### src/rtl/dc_motor_pkg.sv
// Shared types and constants for the DC motor Euler integrator.
// Coefficient slots follow the packed order {dt, ..., inv_L} (inv_L in slot 0).
package dc_motor_pkg;

  typedef enum logic [1:0] {
    S_IDLE,
    S_CALC,
    S_DONE
  } state_e;

  localparam logic [2:0] OP_I_V  = 3'd0;
  localparam logic [2:0] OP_I_R  = 3'd1;
  localparam logic [2:0] OP_I_KE = 3'd2;
  localparam logic [2:0] OP_W_KT = 3'd3;
  localparam logic [2:0] OP_W_B  = 3'd4;
  localparam logic [2:0] OP_W_LD = 3'd5;
  localparam logic [2:0] OP_I_NX = 3'd6;
  localparam logic [2:0] OP_W_NX = 3'd7;

  localparam logic [31:0] FP_ZERO = 32'h0000_0000;

  localparam int NUM_COEF   = 7;
  localparam int C_INV_L    = 0;
  localparam int C_R_DIV_L  = 1;
  localparam int C_KE_DIV_L = 2;
  localparam int C_KT_DIV_J = 3;
  localparam int C_B_DIV_J  = 4;
  localparam int C_INV_J    = 5;
  localparam int C_DT       = 6;

endpackage

### src/rtl/dc_motor_euler_fp_if.sv
// Control/data bundle between a motor-step requester and dc_motor_euler_fp.
// Slots of coef, from bit 0 up: inv_L, R_div_L, k_e_div_L, kt_div_J, b_div_J, inv_J, dt.
interface dc_motor_euler_fp_if #(
  parameter int NUM_CH = 1
);
  logic                     start;
  logic                     init;
  logic [6:0][31:0]         coef;
  logic [NUM_CH-1:0][31:0]  v;
  logic [NUM_CH-1:0][31:0]  load;
  logic [31:0]              i_max;
  logic                     busy;
  logic                     done;
  logic [NUM_CH-1:0][31:0]  i_est;
  logic [NUM_CH-1:0][31:0]  w_est;
  logic [NUM_CH-1:0]        clamp_flag;

  modport master (
    output start, init, coef, v, load, i_max,
    input  busy, done, i_est, w_est, clamp_flag
  );

  modport slave (
    input  start, init, coef, v, load, i_max,
    output busy, done, i_est, w_est, clamp_flag
  );
endinterface

### src/rtl/FP_adder.sv
// Combinational IEEE-754 single adder, round-to-nearest-even.
// Subnormals flush to zero; an exact cancellation gives +0.
module FP_adder (
  input  logic [31:0] a_i,
  input  logic [31:0] b_i,
  output logic [31:0] y_o
);
  logic [31:0]       x, z;
  logic [7:0]        d;
  logic [26:0]       mx, mz, mzs, lost;
  logic [27:0]       s;
  logic signed [9:0] e;
  logic [4:0]        lz;
  logic [24:0]       mr;
  logic              found;

  always_comb begin
    if (a_i[30:0] >= b_i[30:0]) begin
      x = a_i;
      z = b_i;
    end else begin
      x = b_i;
      z = a_i;
    end
    d    = x[30:23] - z[30:23];
    mx   = (x[30:23] != 8'd0) ? {1'b1, x[22:0], 3'b000} : 27'd0;
    mz   = (z[30:23] != 8'd0) ? {1'b1, z[22:0], 3'b000} : 27'd0;
    lost = 27'd0;
    if (d > 8'd26) begin
      mzs = {26'd0, |mz};
    end else begin
      lost = mz & ~({27{1'b1}} << d);
      mzs  = (mz >> d) | {26'd0, |lost};
    end
    if (x[31] == z[31]) s = {1'b0, mx} + {1'b0, mzs};
    else                s = {1'b0, mx} - {1'b0, mzs};
    e     = $signed({2'b00, x[30:23]});
    lz    = 5'd0;
    found = 1'b0;
    for (int k = 26; k >= 0; k--) begin
      if (!found && s[k]) begin
        lz    = 5'(26 - k);
        found = 1'b1;
      end
    end
    if (s[27]) begin
      s = {1'b0, s[27:2], s[1] | s[0]};
      e = e + 10'sd1;
    end else begin
      s = s << lz;
      e = e - $signed({5'd0, lz});
    end
    mr = {1'b0, s[26:3]} + {24'd0, s[2] & (s[1] | s[0] | s[3])};
    if (mr[24]) begin
      mr = 25'd0;
      e  = e + 10'sd1;
    end
    if (x[30:23] == 8'hff)   y_o = x;
    else if (s == 28'd0)     y_o = 32'd0;
    else if (e >= 10'sd255)  y_o = {x[31], 8'hff, 23'd0};
    else if (e <= 10'sd0)    y_o = {x[31], 31'd0};
    else                     y_o = {x[31], e[7:0], mr[22:0]};
  end
endmodule

### src/rtl/FP_mul.sv
// Combinational IEEE-754 single multiplier, round-to-nearest-even.
// Subnormals flush to zero; any NaN input yields a quiet NaN.
module FP_mul (
  input  logic [31:0] a_i,
  input  logic [31:0] b_i,
  output logic [31:0] y_o
);
  logic [47:0]       p;
  logic signed [9:0] e;
  logic [23:0]       m;
  logic              sg, g, st, co;

  always_comb begin
    sg = a_i[31] ^ b_i[31];
    p  = 48'({1'b1, a_i[22:0]}) * 48'({1'b1, b_i[22:0]});
    e  = $signed({2'b00, a_i[30:23]}) + $signed({2'b00, b_i[30:23]})
         - 10'sd127;
    if (p[47]) begin
      m  = p[47:24];
      g  = p[23];
      st = |p[22:0];
      e  = e + 10'sd1;
    end else begin
      m  = p[46:23];
      g  = p[22];
      st = |p[21:0];
    end
    {co, m} = {1'b0, m} + 25'(g & (st | m[0]));
    if (co) begin
      m = 24'h80_0000;
      e = e + 10'sd1;
    end
    y_o = {sg, e[7:0], m[22:0]};
    if (a_i[30:23] == 8'hff || b_i[30:23] == 8'hff) begin
      if ((a_i[30:23] == 8'hff && a_i[22:0] != 23'd0) ||
          (b_i[30:23] == 8'hff && b_i[22:0] != 23'd0))
        y_o = 32'h7fc0_0000;
      else
        y_o = {sg, 8'hff, 23'd0};
    end else if (a_i[30:23] == 8'd0 || b_i[30:23] == 8'd0 || e <= 10'sd0) begin
      y_o = {sg, 31'd0};
    end else if (e >= 10'sd255) begin
      y_o = {sg, 8'hff, 23'd0};
    end
  end
endmodule

### src/rtl/dc_motor_state_bank.sv
// Per-channel current/speed state and sticky clamp flags.
// One write port (both states at once) plus a bulk clear.
module dc_motor_state_bank
  import dc_motor_pkg::*;
#(
  parameter int NUM_CH = 1,
  parameter int CH_W   = 1
) (
  input  logic                    clk,
  input  logic                    rst_n,
  input  logic                    clr_i,
  input  logic                    we_i,
  input  logic [CH_W-1:0]         ch_i,
  input  logic [31:0]             i_d_i,
  input  logic [31:0]             w_d_i,
  input  logic                    clamp_i,
  output logic [NUM_CH-1:0][31:0] i_o,
  output logic [NUM_CH-1:0][31:0] w_o,
  output logic [NUM_CH-1:0]       clamp_o
);
  logic [NUM_CH-1:0][31:0] i_q, w_q;
  logic [NUM_CH-1:0]       clamp_q;

  always_ff @(posedge clk or negedge rst_n) begin
    if (!rst_n) begin
      i_q     <= '0;
      w_q     <= '0;
      clamp_q <= '0;
    end else if (clr_i) begin
      i_q     <= {NUM_CH{FP_ZERO}};
      w_q     <= {NUM_CH{FP_ZERO}};
      clamp_q <= '0;
    end else if (we_i) begin
      i_q[ch_i]     <= i_d_i;
      w_q[ch_i]     <= w_d_i;
      clamp_q[ch_i] <= clamp_q[ch_i] | clamp_i;
    end
  end

  assign i_o     = i_q;
  assign w_o     = w_q;
  assign clamp_o = clamp_q;
endmodule

### src/rtl/dc_motor_euler_fp.sv
// Multi-channel DC motor forward-Euler step on one shared FP mul+add pair.
// Optional current clamp: define DC_MOTOR_STATE_CLAMP_EN.
module dc_motor_euler_fp
  import dc_motor_pkg::*;
#(
  parameter int NUM_CH = 1,
  parameter int CH_W   = (NUM_CH > 1) ? $clog2(NUM_CH) : 1
) (
  input  logic            clk,
  input  logic            rst_n,
  dc_motor_euler_fp_if.slave bus
);
  state_e                    state_q, state_d;
  logic [2:0]                op_q, op_d;
  logic [CH_W-1:0]           ch_q, ch_d;
  logic [NUM_COEF-1:0][31:0] coef_q;
  logic [NUM_CH-1:0][31:0]   v_q, load_q;
  logic [31:0]               acc_q, acc_d, acc_i_q, acc_i_d;
  logic [31:0]               i_nx_q, i_nx_d;
  logic                      clamp_hit_q, clamp_hit_d;
  logic                      cap, clr, we, neg, clamp_now;
  logic [31:0]               mul_a, mul_b, prod, add_a, add_b, sum;
  logic [31:0]               i_lim, i_cur, w_cur;
  logic [NUM_CH-1:0][31:0]   i_all, w_all;
  logic [NUM_CH-1:0]         clamp_all;

  assign i_cur = i_all[ch_q];
  assign w_cur = w_all[ch_q];

  always_comb begin
    state_d = state_q;
    op_d    = op_q;
    ch_d    = ch_q;
    cap     = 1'b0;
    clr     = 1'b0;
    we      = 1'b0;
    unique case (state_q)
      S_IDLE: begin
        if (bus.start) begin
          state_d = S_CALC;
          cap     = 1'b1;
          op_d    = OP_I_V;
          ch_d    = '0;
        end else if (bus.init) begin
          clr = 1'b1;
        end
      end
      S_CALC: begin
        op_d = op_q + 3'd1;
        if (op_q == OP_W_NX) begin
          we = 1'b1;
          if (ch_q == CH_W'(NUM_CH - 1)) begin
            ch_d    = '0;
            state_d = S_DONE;
          end else begin
            ch_d = ch_q + 1'b1;
          end
        end
      end
      S_DONE:  state_d = S_IDLE;
      default: state_d = S_IDLE;
    endcase
  end

  // Each op is one multiply feeding one add; neg turns the add into a subtract.
  always_comb begin
    mul_a = FP_ZERO;
    mul_b = FP_ZERO;
    add_a = FP_ZERO;
    neg   = 1'b0;
    unique case (op_q)
      OP_I_V:  begin mul_a = coef_q[C_INV_L];    mul_b = v_q[ch_q];    end
      OP_I_R:  begin mul_a = coef_q[C_R_DIV_L];  mul_b = i_cur;
                     add_a = acc_q; neg = 1'b1; end
      OP_I_KE: begin mul_a = coef_q[C_KE_DIV_L]; mul_b = w_cur;
                     add_a = acc_q; neg = 1'b1; end
      OP_W_KT: begin mul_a = coef_q[C_KT_DIV_J]; mul_b = i_cur;        end
      OP_W_B:  begin mul_a = coef_q[C_B_DIV_J];  mul_b = w_cur;
                     add_a = acc_q; neg = 1'b1; end
      OP_W_LD: begin mul_a = coef_q[C_INV_J];    mul_b = load_q[ch_q];
                     add_a = acc_q; neg = 1'b1; end
      OP_I_NX: begin mul_a = coef_q[C_DT];       mul_b = acc_i_q;
                     add_a = i_cur; end
      OP_W_NX: begin mul_a = coef_q[C_DT];       mul_b = acc_q;
                     add_a = w_cur; end
      default: ;
    endcase
  end

  assign add_b = {prod[31] ^ neg, prod[30:0]};

  FP_mul u_mul (.a_i(mul_a), .b_i(mul_b), .y_o(prod));
  FP_adder u_add (.a_i(add_a), .b_i(add_b), .y_o(sum));

`ifdef DC_MOTOR_STATE_CLAMP_EN
  assign clamp_now = sum[30:0] > bus.i_max[30:0];
  assign i_lim     = clamp_now ? {sum[31], bus.i_max[30:0]} : sum;
`else
  assign clamp_now = 1'b0;
  assign i_lim     = sum;
`endif

  always_comb begin
    acc_d       = acc_q;
    acc_i_d     = acc_i_q;
    i_nx_d      = i_nx_q;
    clamp_hit_d = clamp_hit_q;
    if (state_q == S_CALC) begin
      unique case (op_q)
        OP_I_KE: acc_i_d = sum;
        OP_I_NX: begin
          i_nx_d      = i_lim;
          clamp_hit_d = clamp_now;
        end
        OP_W_NX: ;
        default: acc_d = sum;
      endcase
    end
  end

  always_ff @(posedge clk or negedge rst_n) begin
    if (!rst_n) begin
      state_q <= S_IDLE;
      op_q    <= '0;
      ch_q    <= '0;
    end else begin
      state_q <= state_d;
      op_q    <= op_d;
      ch_q    <= ch_d;
    end
  end

  always_ff @(posedge clk or negedge rst_n) begin
    if (!rst_n) begin
      coef_q      <= '0;
      v_q         <= '0;
      load_q      <= '0;
      acc_q       <= FP_ZERO;
      acc_i_q     <= FP_ZERO;
      i_nx_q      <= FP_ZERO;
      clamp_hit_q <= 1'b0;
    end else begin
      if (cap) begin
        coef_q <= bus.coef;
        v_q    <= bus.v;
        load_q <= bus.load;
      end
      acc_q       <= acc_d;
      acc_i_q     <= acc_i_d;
      i_nx_q      <= i_nx_d;
      clamp_hit_q <= clamp_hit_d;
    end
  end

  dc_motor_state_bank #(
    .NUM_CH (NUM_CH),
    .CH_W   (CH_W)
  ) u_bank (
    .clk     (clk),
    .rst_n   (rst_n),
    .clr_i   (clr),
    .we_i    (we),
    .ch_i    (ch_q),
    .i_d_i   (i_nx_q),
    .w_d_i   (sum),
    .clamp_i (clamp_hit_q),
    .i_o     (i_all),
    .w_o     (w_all),
    .clamp_o (clamp_all)
  );

  assign bus.busy       = (state_q != S_IDLE);
  assign bus.done       = (state_q == S_DONE);
  assign bus.i_est      = i_all;
  assign bus.w_est      = w_all;
  assign bus.clamp_flag = clamp_all;
endmodule

### src/flat_wrapper.sv
// flat-port wrapper written by rule: the top's interface ports become plain ports
module dc_motor_euler_fp_flat import dc_motor_pkg::*;
#(
  parameter int NUM_CH = 1,
  parameter int CH_W   = (NUM_CH > 1) ? $clog2(NUM_CH) : 1
)
  (clk, rst_n, bus_start, bus_init, bus_coef, bus_v, bus_load, bus_i_max, bus_busy, bus_done, bus_i_est, bus_w_est, bus_clamp_flag);
  dc_motor_euler_fp_if #(.NUM_CH(NUM_CH)) bus_i ();
  input  logic clk;
  input  logic rst_n;
  input wire logic [$bits(bus_i.start)-1:0] bus_start;
  input wire logic [$bits(bus_i.init)-1:0] bus_init;
  input wire logic [$bits(bus_i.coef)-1:0] bus_coef;
  input wire logic [$bits(bus_i.v)-1:0] bus_v;
  input wire logic [$bits(bus_i.load)-1:0] bus_load;
  input wire logic [$bits(bus_i.i_max)-1:0] bus_i_max;
  output wire logic [$bits(bus_i.busy)-1:0] bus_busy;
  output wire logic [$bits(bus_i.done)-1:0] bus_done;
  output wire logic [$bits(bus_i.i_est)-1:0] bus_i_est;
  output wire logic [$bits(bus_i.w_est)-1:0] bus_w_est;
  output wire logic [$bits(bus_i.clamp_flag)-1:0] bus_clamp_flag;
  assign bus_i.start = bus_start;
  assign bus_i.init = bus_init;
  assign bus_i.coef = bus_coef;
  assign bus_i.v = bus_v;
  assign bus_i.load = bus_load;
  assign bus_i.i_max = bus_i_max;
  assign bus_busy = bus_i.busy;
  assign bus_done = bus_i.done;
  assign bus_i_est = bus_i.i_est;
  assign bus_w_est = bus_i.w_est;
  assign bus_clamp_flag = bus_i.clamp_flag;
  dc_motor_euler_fp #(.NUM_CH(NUM_CH), .CH_W(CH_W)) u_core (.clk(clk), .rst_n(rst_n), .bus(bus_i));
endmodule
### config.mk
export PLATFORM = sky130hd
export DESIGN_NAME = dc_motor_euler_fp_flat
export DESIGN_NICKNAME = d
export VERILOG_FILES = /design/src/rtl/dc_motor_pkg.sv /design/src/rtl/dc_motor_euler_fp_if.sv /design/src/rtl/FP_adder.sv /design/src/rtl/FP_mul.sv /design/src/rtl/dc_motor_state_bank.sv /design/src/rtl/dc_motor_euler_fp.sv /design/src/flat_wrapper.sv
export SDC_FILE = /design/constraint.sdc
export NUM_CORES = 2
export LEC_CHECK = 0
export ABC_AREA = 1
export BUFFER_PORTS_ARGS = -buffer_cell sky130_fd_sc_hd__clkbuf_2
export CAP_MARGIN = 20
export CORE_MARGIN = 2
export CORE_UTILIZATION = 40
export DETAILED_ROUTE_END_ITERATION = 12
export GPL_TIMING_DRIVEN = 0
export PLACE_DENSITY = 0.65
export SLEW_MARGIN = 30
export SYNTH_ARGS = -nofsm -noshare
export SYNTH_HDL_FRONTEND = slang
export SYNTH_SLANG_ARGS = --single-unit
### constraint.sdc
create_clock -name clk -period 28.6 [get_ports clk]
set_clock_uncertainty 0.2 [all_clocks]
set_input_delay 1.43 -clock clk [delete_from_list [all_inputs] [get_ports clk]]
set_output_delay 1.43 -clock clk [all_outputs]
set_load 0.1 [all_outputs]
### Word level (Yosys, flattened, before mapping)

Index checks and enable logic that the tools add are counted.

* bits in registers: 455
* bits in latches: 0
* memory bits (writable): 0
* ROM bits: 0
* input bits: 324
* output and inout bits: 67
* word-level logic and storage cells: 271
* memories: 0

* add/subtract/negate cells: 14
* multipliers: 1
* divide/modulo/power cells: 0
* $lt $le $gt $ge: 8
* equal/unequal tests: 16
* shift-type cells: 3
* multiplexer cells: 113
* bitwise gates (word level): 12
* reduce and logical (&&, ||, !) cells: 86

Operator list (number)
* 32-bit 2-to-1 mux: 15
* 32-bit case mux with 7 select lines: 1
* 32-bit case mux with 6 select lines: 1
* 5-bit 2-to-1 mux: 25
* 31-bit 2-to-1 mux: 4
* 32-bit case mux with 3 select lines: 1
* 27-bit 2-to-1 mux: 3
* 32-bit bitwise mux: 2
* 28-bit 2-to-1 mux: 2
* 27-bit OR reduction: 2
* 24-bit by 1-bit adder with 25-bit output: 2
* 24-bit by 24-bit multiplier with 48-bit output: 1
* 23-bit 2-to-1 mux: 2
* 23-bit nonzero test: 2
* 1-bit 2-to-1 mux: 44
* 10-bit 2-to-1 mux: 4
* 31-bit >= comparator: 1
* 10-bit by 2-bit adder with 10-bit output (second input constant): 3
* 1-bit logical AND: 29
* 27-bit by 27-bit adder with 28-bit output: 1
* 28-bit logical NOT: 1
* 28-bit by 5-bit << shifter with 28-bit output: 1
* 27-bit by 27-bit subtractor with 28-bit output: 1
* 27-bit AND: 1
* 50 further kinds: 104

### Longest topological paths before layout

* word-level depth: 119
* mapped depth: 177
* gate-level depth less buffers: 166

### Hierarchy

Synthesis repeated with hierarchy kept, for this count alone.

* cell total of the unflattened synthesis: 8396
* area total of the unflattened synthesis: 55622.1 µm²

By module, submodules not included
* FP_mul: times used 1, cells each 3525, area an instance 23817.8 µm², seq. area each 0.0 µm²
* dc_motor_euler_fp: times used 1, cells each 2487, area an instance 18331.3 µm², seq. area each 9734.3 µm²
* FP_adder: times used 1, cells each 2095, area an instance 10719.0 µm², seq. area each 0.0 µm²
* dc_motor_state_bank: times used 1, cells each 289, area an instance 2753.9 µm², seq. area each 1626.6 µm²

### Worst setup path after synthesis

No wires, ideal clock.

* kind: register to register
* start point: reg u_core.op_q[0]
* end point: reg u_core.u_bank.w_q, in the netlist u_core.u_bank.w_o[21]
* library setup time: 120 ps
* arrival time: 24220 ps
* required time: 28280 ps
* slack: 4060 ps
* cell stages (with the launch flop): 162
* buffers on the path: 13
* clock period less this slack: 24540 ps
* path through: dfrtp_1 inv_1 ha_1 inv_1 nor2_1 nor2_1 inv_2 nor3_1 nand2_1 clkbuf_1 clkbuf_1 buf_1 o211ai_1 o21ai_1 clkinv_1 clkbuf_1 nand2_1 fa_1 (+126 left out) inv_1 nor4_1 a41o_1 xnor2_1 nor3_1 xor2_1 nand4_1 nand2_1 nand3_1 nor2_2 nand2_4 nand2_4 nor2_4 buf_12 nand3_2 nand2_2 nand2_1 nand2_1

* word-level cells in the longest chain between the ends: 119
* elaborated cells on any way between the ends: 204
* those cells by class: add/sub: 12; mul: 1; order compare: 6; eq/ne: 11; shift: 3; mux: 85; bitwise: 11; reduce/logical: 75

RTL lines
* start, declared: line dc_motor_euler_fp.sv:14 `logic [2:0] op_q, op_d;`
* start signal, assigned: line dc_motor_euler_fp.sv:128 `op_q <= op_d;`
* 3-bit == test (tied with other cells)
* 2-bit OR reduction (no line)
* 32-bit case mux with 7 select lines / 32-bit case mux with 6 select lines (equally long branches): line dc_motor_euler_fp.sv:71 `unique case (op_q)`
* 24-bit by 24-bit multiplier with 48-bit output: line FP_mul.sv:15 `p = 48'({1'b1, a_i[22:0]}) * 48'({1'b1, b_i[22:0]});`
* 23-bit OR reduction / 22-bit OR reduction (equally long branches): line FP_mul.sv:21, FP_mul.sv:26
* 1-bit 2-to-1 mux: line FP_mul.sv:18 `if (p[47]) begin`
* 1-bit bitwise OR: line FP_mul.sv:28 `{co, m} = {1'b0, m} + 25'(g & (st | m[0]));`
* 1-bit AND: line FP_mul.sv:28
* (+103 left out)
* 10-bit by 1-bit <= comparator with 1-bit output: line FP_adder.sv:61 `else if (e <= 10'sd0) y_o = {x[31], 31'd0};`
* 31-bit 2-to-1 mux: line FP_adder.sv:61
* 31-bit 2-to-1 mux: line FP_adder.sv:60 `else if (e >= 10'sd255) y_o = {x[31], 8'hff, 23'd0};`
* 32-bit 2-to-1 mux: line FP_adder.sv:59 `else if (s == 28'd0) y_o = 32'd0;`
* 32-bit 2-to-1 mux: line FP_adder.sv:58 `if (x[30:23] == 8'hff) y_o = x;`
* 32-bit bitwise mux: line dc_motor_state_bank.sv:35 `w_q[ch_i] <= w_d_i;`
* 32-bit 2-to-1 mux: line dc_motor_state_bank.sv:33 `end else if (we_i) begin`
* 32-bit 2-to-1 mux: line dc_motor_state_bank.sv:29 `end else if (clr_i) begin`
* end signal, assigned: line dc_motor_state_bank.sv:31 `w_q <= {NUM_CH{FP_ZERO}};`
* end signal, assigned by index: line dc_motor_state_bank.sv:35
* end, declared: line dc_motor_state_bank.sv:21 `logic [NUM_CH-1:0][31:0] i_q, w_q;`

Several ways; a longest one is shown, not always the timed one. The select of a mux whose other input is x is not followed.
A chain may end at the register's enable or synchronous reset.

### Final worst setup path

* start point: reg u_core.op_q[2]
* end point: reg u_core.acc_q[12]

* word-level cells in the longest chain between the ends: 116
* elaborated cells on any way between the ends: 201
* those cells by class: add/sub: 12; mul: 1; order compare: 6; eq/ne: 11; shift: 3; mux: 80; bitwise: 12; reduce/logical: 76

RTL lines
* 3-bit == test (tied with other cells)
* 2-bit OR reduction (no line)
* 32-bit case mux with 7 select lines / 32-bit case mux with 6 select lines (equally long branches): line dc_motor_euler_fp.sv:71
* 24-bit by 24-bit multiplier with 48-bit output: line FP_mul.sv:15
* 23-bit OR reduction / 22-bit OR reduction (equally long branches): line FP_mul.sv:21, FP_mul.sv:26
* 1-bit 2-to-1 mux: line FP_mul.sv:18
* 1-bit bitwise OR: line FP_mul.sv:28
* 1-bit AND: line FP_mul.sv:28
* (+100 left out)
* 1-bit AND: line FP_adder.sv:53 `mr = {1'b0, s[26:3]} + {24'd0, s[2] & (s[1] | s[0] | s[3])};`
* 24-bit by 1-bit adder with 25-bit output: line FP_adder.sv:53
* 10-bit 2-to-1 mux: line FP_adder.sv:54 `if (mr[24]) begin`
* 10-bit by 1-bit <= comparator with 1-bit output: line FP_adder.sv:61
* 31-bit 2-to-1 mux: line FP_adder.sv:61
* 31-bit 2-to-1 mux: line FP_adder.sv:60
* 32-bit 2-to-1 mux: line FP_adder.sv:59
* 32-bit 2-to-1 mux: line FP_adder.sv:58
* end signal, assigned: line dc_motor_euler_fp.sv:138 `acc_q <= FP_ZERO;`
* end signal, assigned: line dc_motor_euler_fp.sv:148 `acc_q <= acc_d;`
* end, declared: line dc_motor_euler_fp.sv:18 `logic [31:0] acc_q, acc_d, acc_i_q, acc_i_d;`

Several ways; a longest one is shown, not always the timed one.

==> impl_metrics.toml <==
[timing]
fin_crit_ps = 27080
max_freq_mhz = 36.9
finalHoldViolCount = 0
finalSetupTns_ps = 0
slew_viol_final = 0
fin_crit_sh = 0.947
setup_violations = 0
slew_headroom = 0.217
setup_ws_ps = 1520
worstMarginPinSlew_ps = 1170

[routing]
drtAntennaViolNets = 0
met1Wirelength_um = 93300
drt_iter0_drc = 5866
routed_wl_um = 225000
drc_errors = 0
wire_per_inst_um = 23.0
topRoutingLayerUsed = "met5"
wl_met3_um = 25200
dr_wl_met2_um = 96400
num_vias = 54000
first_pass_iters = 6
viasPerCell = 5.51

[critical_path]
path_class = "reg2reg"
path_common_cell = "nand2_1"
critPathSlowestCell = "fa_1"
cp-start-kind = "flip-flop"
critPathArrivalTime_ps = 27390
cp-end-kind = "flip-flop"
critPathMaxStageDelay_ps = 620
required_ps = 28910
crit_fanout = 10

[synth]
synth_most_common_cell = "nand2_1"
syn_area_sq_um = 52700
synth.top_cell.area_share = 0.215
synthTopCellsByCount = "2639 x nand2_1, 1135 x inv_1, 538 x nor2_1, 486 x fa_1, 472 x nand3_1"
synth-main-ff-cell = "dfrtp_1"
synth-seq-area-share = 0.215
ys_warn_count = 0
netlist-cell-type-count = 75
synthTopCellsByArea = "dfrtp_1 22%, nand2_1 19%, fa_1 18%, inv_1 8.1%, ha_1 6.4%"
avgSynthCellArea_sq_um = 6.99
synth_enable_flop_cells = 0
synth_cells = 7542
synthArstFlopShare = 1.00
synth_area_leader_cell = "dfrtp_1"
ys_ff_latch = 453
synth_fp_nets = 8621

[clock_tree]
worstSkewPairLatency_ps = 600
cts-root-buf = "clkbuf_16"
cts_buffers = 48
hold_buffers = 0
cts_max_path_buffers = 3
htree_levels = 2
cts.sinks = 453
cts_tree = "built"
clkTransAtPathRegs_ps = 60

[cells_and_area]
stdcell_count = 9790
stdcell_area_sq_um = 60000
final_nets = 9069
area_delta_synth_final_pct = 13.8
drive_gt1_frac = 0.124

[global_routing]
grt_pass1_wl_um = 333000
grt_max_degree = 75
track_usage = 0.327
antenna_found_initial = 4
grt_pass1_vias = 52500
overflow = 0

[floorplan]
dieArea_sq_um = 135000
die_y_um = 367
core_sq_um = 131000
die_w_um = 367
ios = 391
rows = 133
start_util = 0.402

[place]
numPortBuffers = 357
dp_slack_ps = -3860
dpl_cell_area_sq_um = 57000
dp_hpwl_um = 186000
dp.cells = 9665
place_congestion = 1.03

[run_status]
status = "complete, no violations"

[run]
drv_cap = 0

[worst_hold_path]
hold_path_class = "reg2reg"
## timing repair
action	4_1_cts	5_1_grt
setup endpoints to repair	128	124
pin swaps	6	24
gates resized for setup	183	218
setup buffers	14	24
## per-layer routing
layer  global-route usage  up-vias
met2                0.497     2813
met3               0.0798      499
met1                0.451    26300
li1                     -    24400
met4                0.121        2
met5                    0        -
## worst paths after layout
| check | slack (ps) | cells after the start | start | to |
|---|---|---|---|---|
| worst max-delay path | 1520 | 153 | u_core.op_q[2] | u_core.acc_q[12] |
| worst min-delay path | 270 | 2 | u_core.coef_q[28] | u_core.coef_q[28] |
| worst max register to register | 1520 | 153 | u_core.op_q[2] | u_core.acc_q[12] |
| worst min register to register | 270 | 2 | u_core.coef_q[28] | u_core.coef_q[28] |
| max in group asynchronous | 26320 | 4 | rst_n | u_core.coef_q[209] |
| min in group asynchronous | 530 | 1 | rst_n | u_core.u_bank.i_o[21] |
## kinds of logic (layout without fill, tap and decap cells)
| logic type | after synthesis | count (layout) | synth area share |
|---|---|---|---|
| and+or+nand+nor | 3995 | 3995 | 0.319 |
| buffers and inverters | 1509 | 1996 | 0.115 |
| adders and majority gates | 755 | 755 | 0.248 |
| AOI/OAI and AO/OA | 708 | 708 | 0.0817 |
| DFF | 453 | 453 | 0.215 |
| xor gates and xnor gates | 121 | 121 | 0.0203 |
| other | 1 | 7 | 0.0000712 |
## area by class of cell
cell class	instances	area, sq um
Inverter	1187	4510
Fill cell	13800	71200
Timing Repair Buffer	407	2340
Clock inverter	16	272
Buffer	313	1830
Multi-Input combinational cell	5580	36100
Tap cell	1755	2200
Sequential cell	453	11300
Clock buffer	73	1400
Antenna cell	6	15.0
## worst max-delay path, delay by kind of cell, from the launching register on
family	cells	cell delay [ps]
and+or+nand+nor	73	9970
adders and majority gates	15	5990
AOI/OAI and AO/OA	29	4670
buffers and inverters	31	4620
xor gates and xnor gates	5	1050
DFF	1	380
## sequential cells by signal (all words and copies together) (netlist names)
name               count
u_core.acc_i_q        32
u_core.acc_q          32
u_core.coef_q        224
u_core.i_nx_q         32
u_core.load_q         32
u_core.op_q            3
u_core.state_q         2
u_core.u_bank.i_o     32
u_core.u_bank.w_o     32
u_core.v_q            32
## placed cells by master (no fill, tap or decap), drive strengths merged, types with 42 or more instances in the layout
cell / Yosys / layout
nand2: 2700 / 2700
dfrtp: 453 / 453
a21oi: 146 / 146
buf: 95 / 161
fa: 486 / 486
nor2: 581 / 581
clkbuf: 219 / 624
o21ai: 313 / 313
xnor2: 46 / 46
inv: 1166 / 1159
nand4: 110 / 110
xor2: 75 / 75
ha: 269 / 269
nor3: 42 / 42
a221oi: 46 / 46
nand3: 502 / 502
## metrics by stage
stage | hold slack [ps] | util
after CTS | 273 | 0.451
after global routing | 291 | 0.457
after floorplan | 237 | -
after global placement | 249 | 0.432
after detailed placement | 255 | 0.435
final | 270 | 0.457
Power is left out: the tool's default activity adds up to more than one toggle a clock period on the data nets, which glitch-free logic cannot reach.
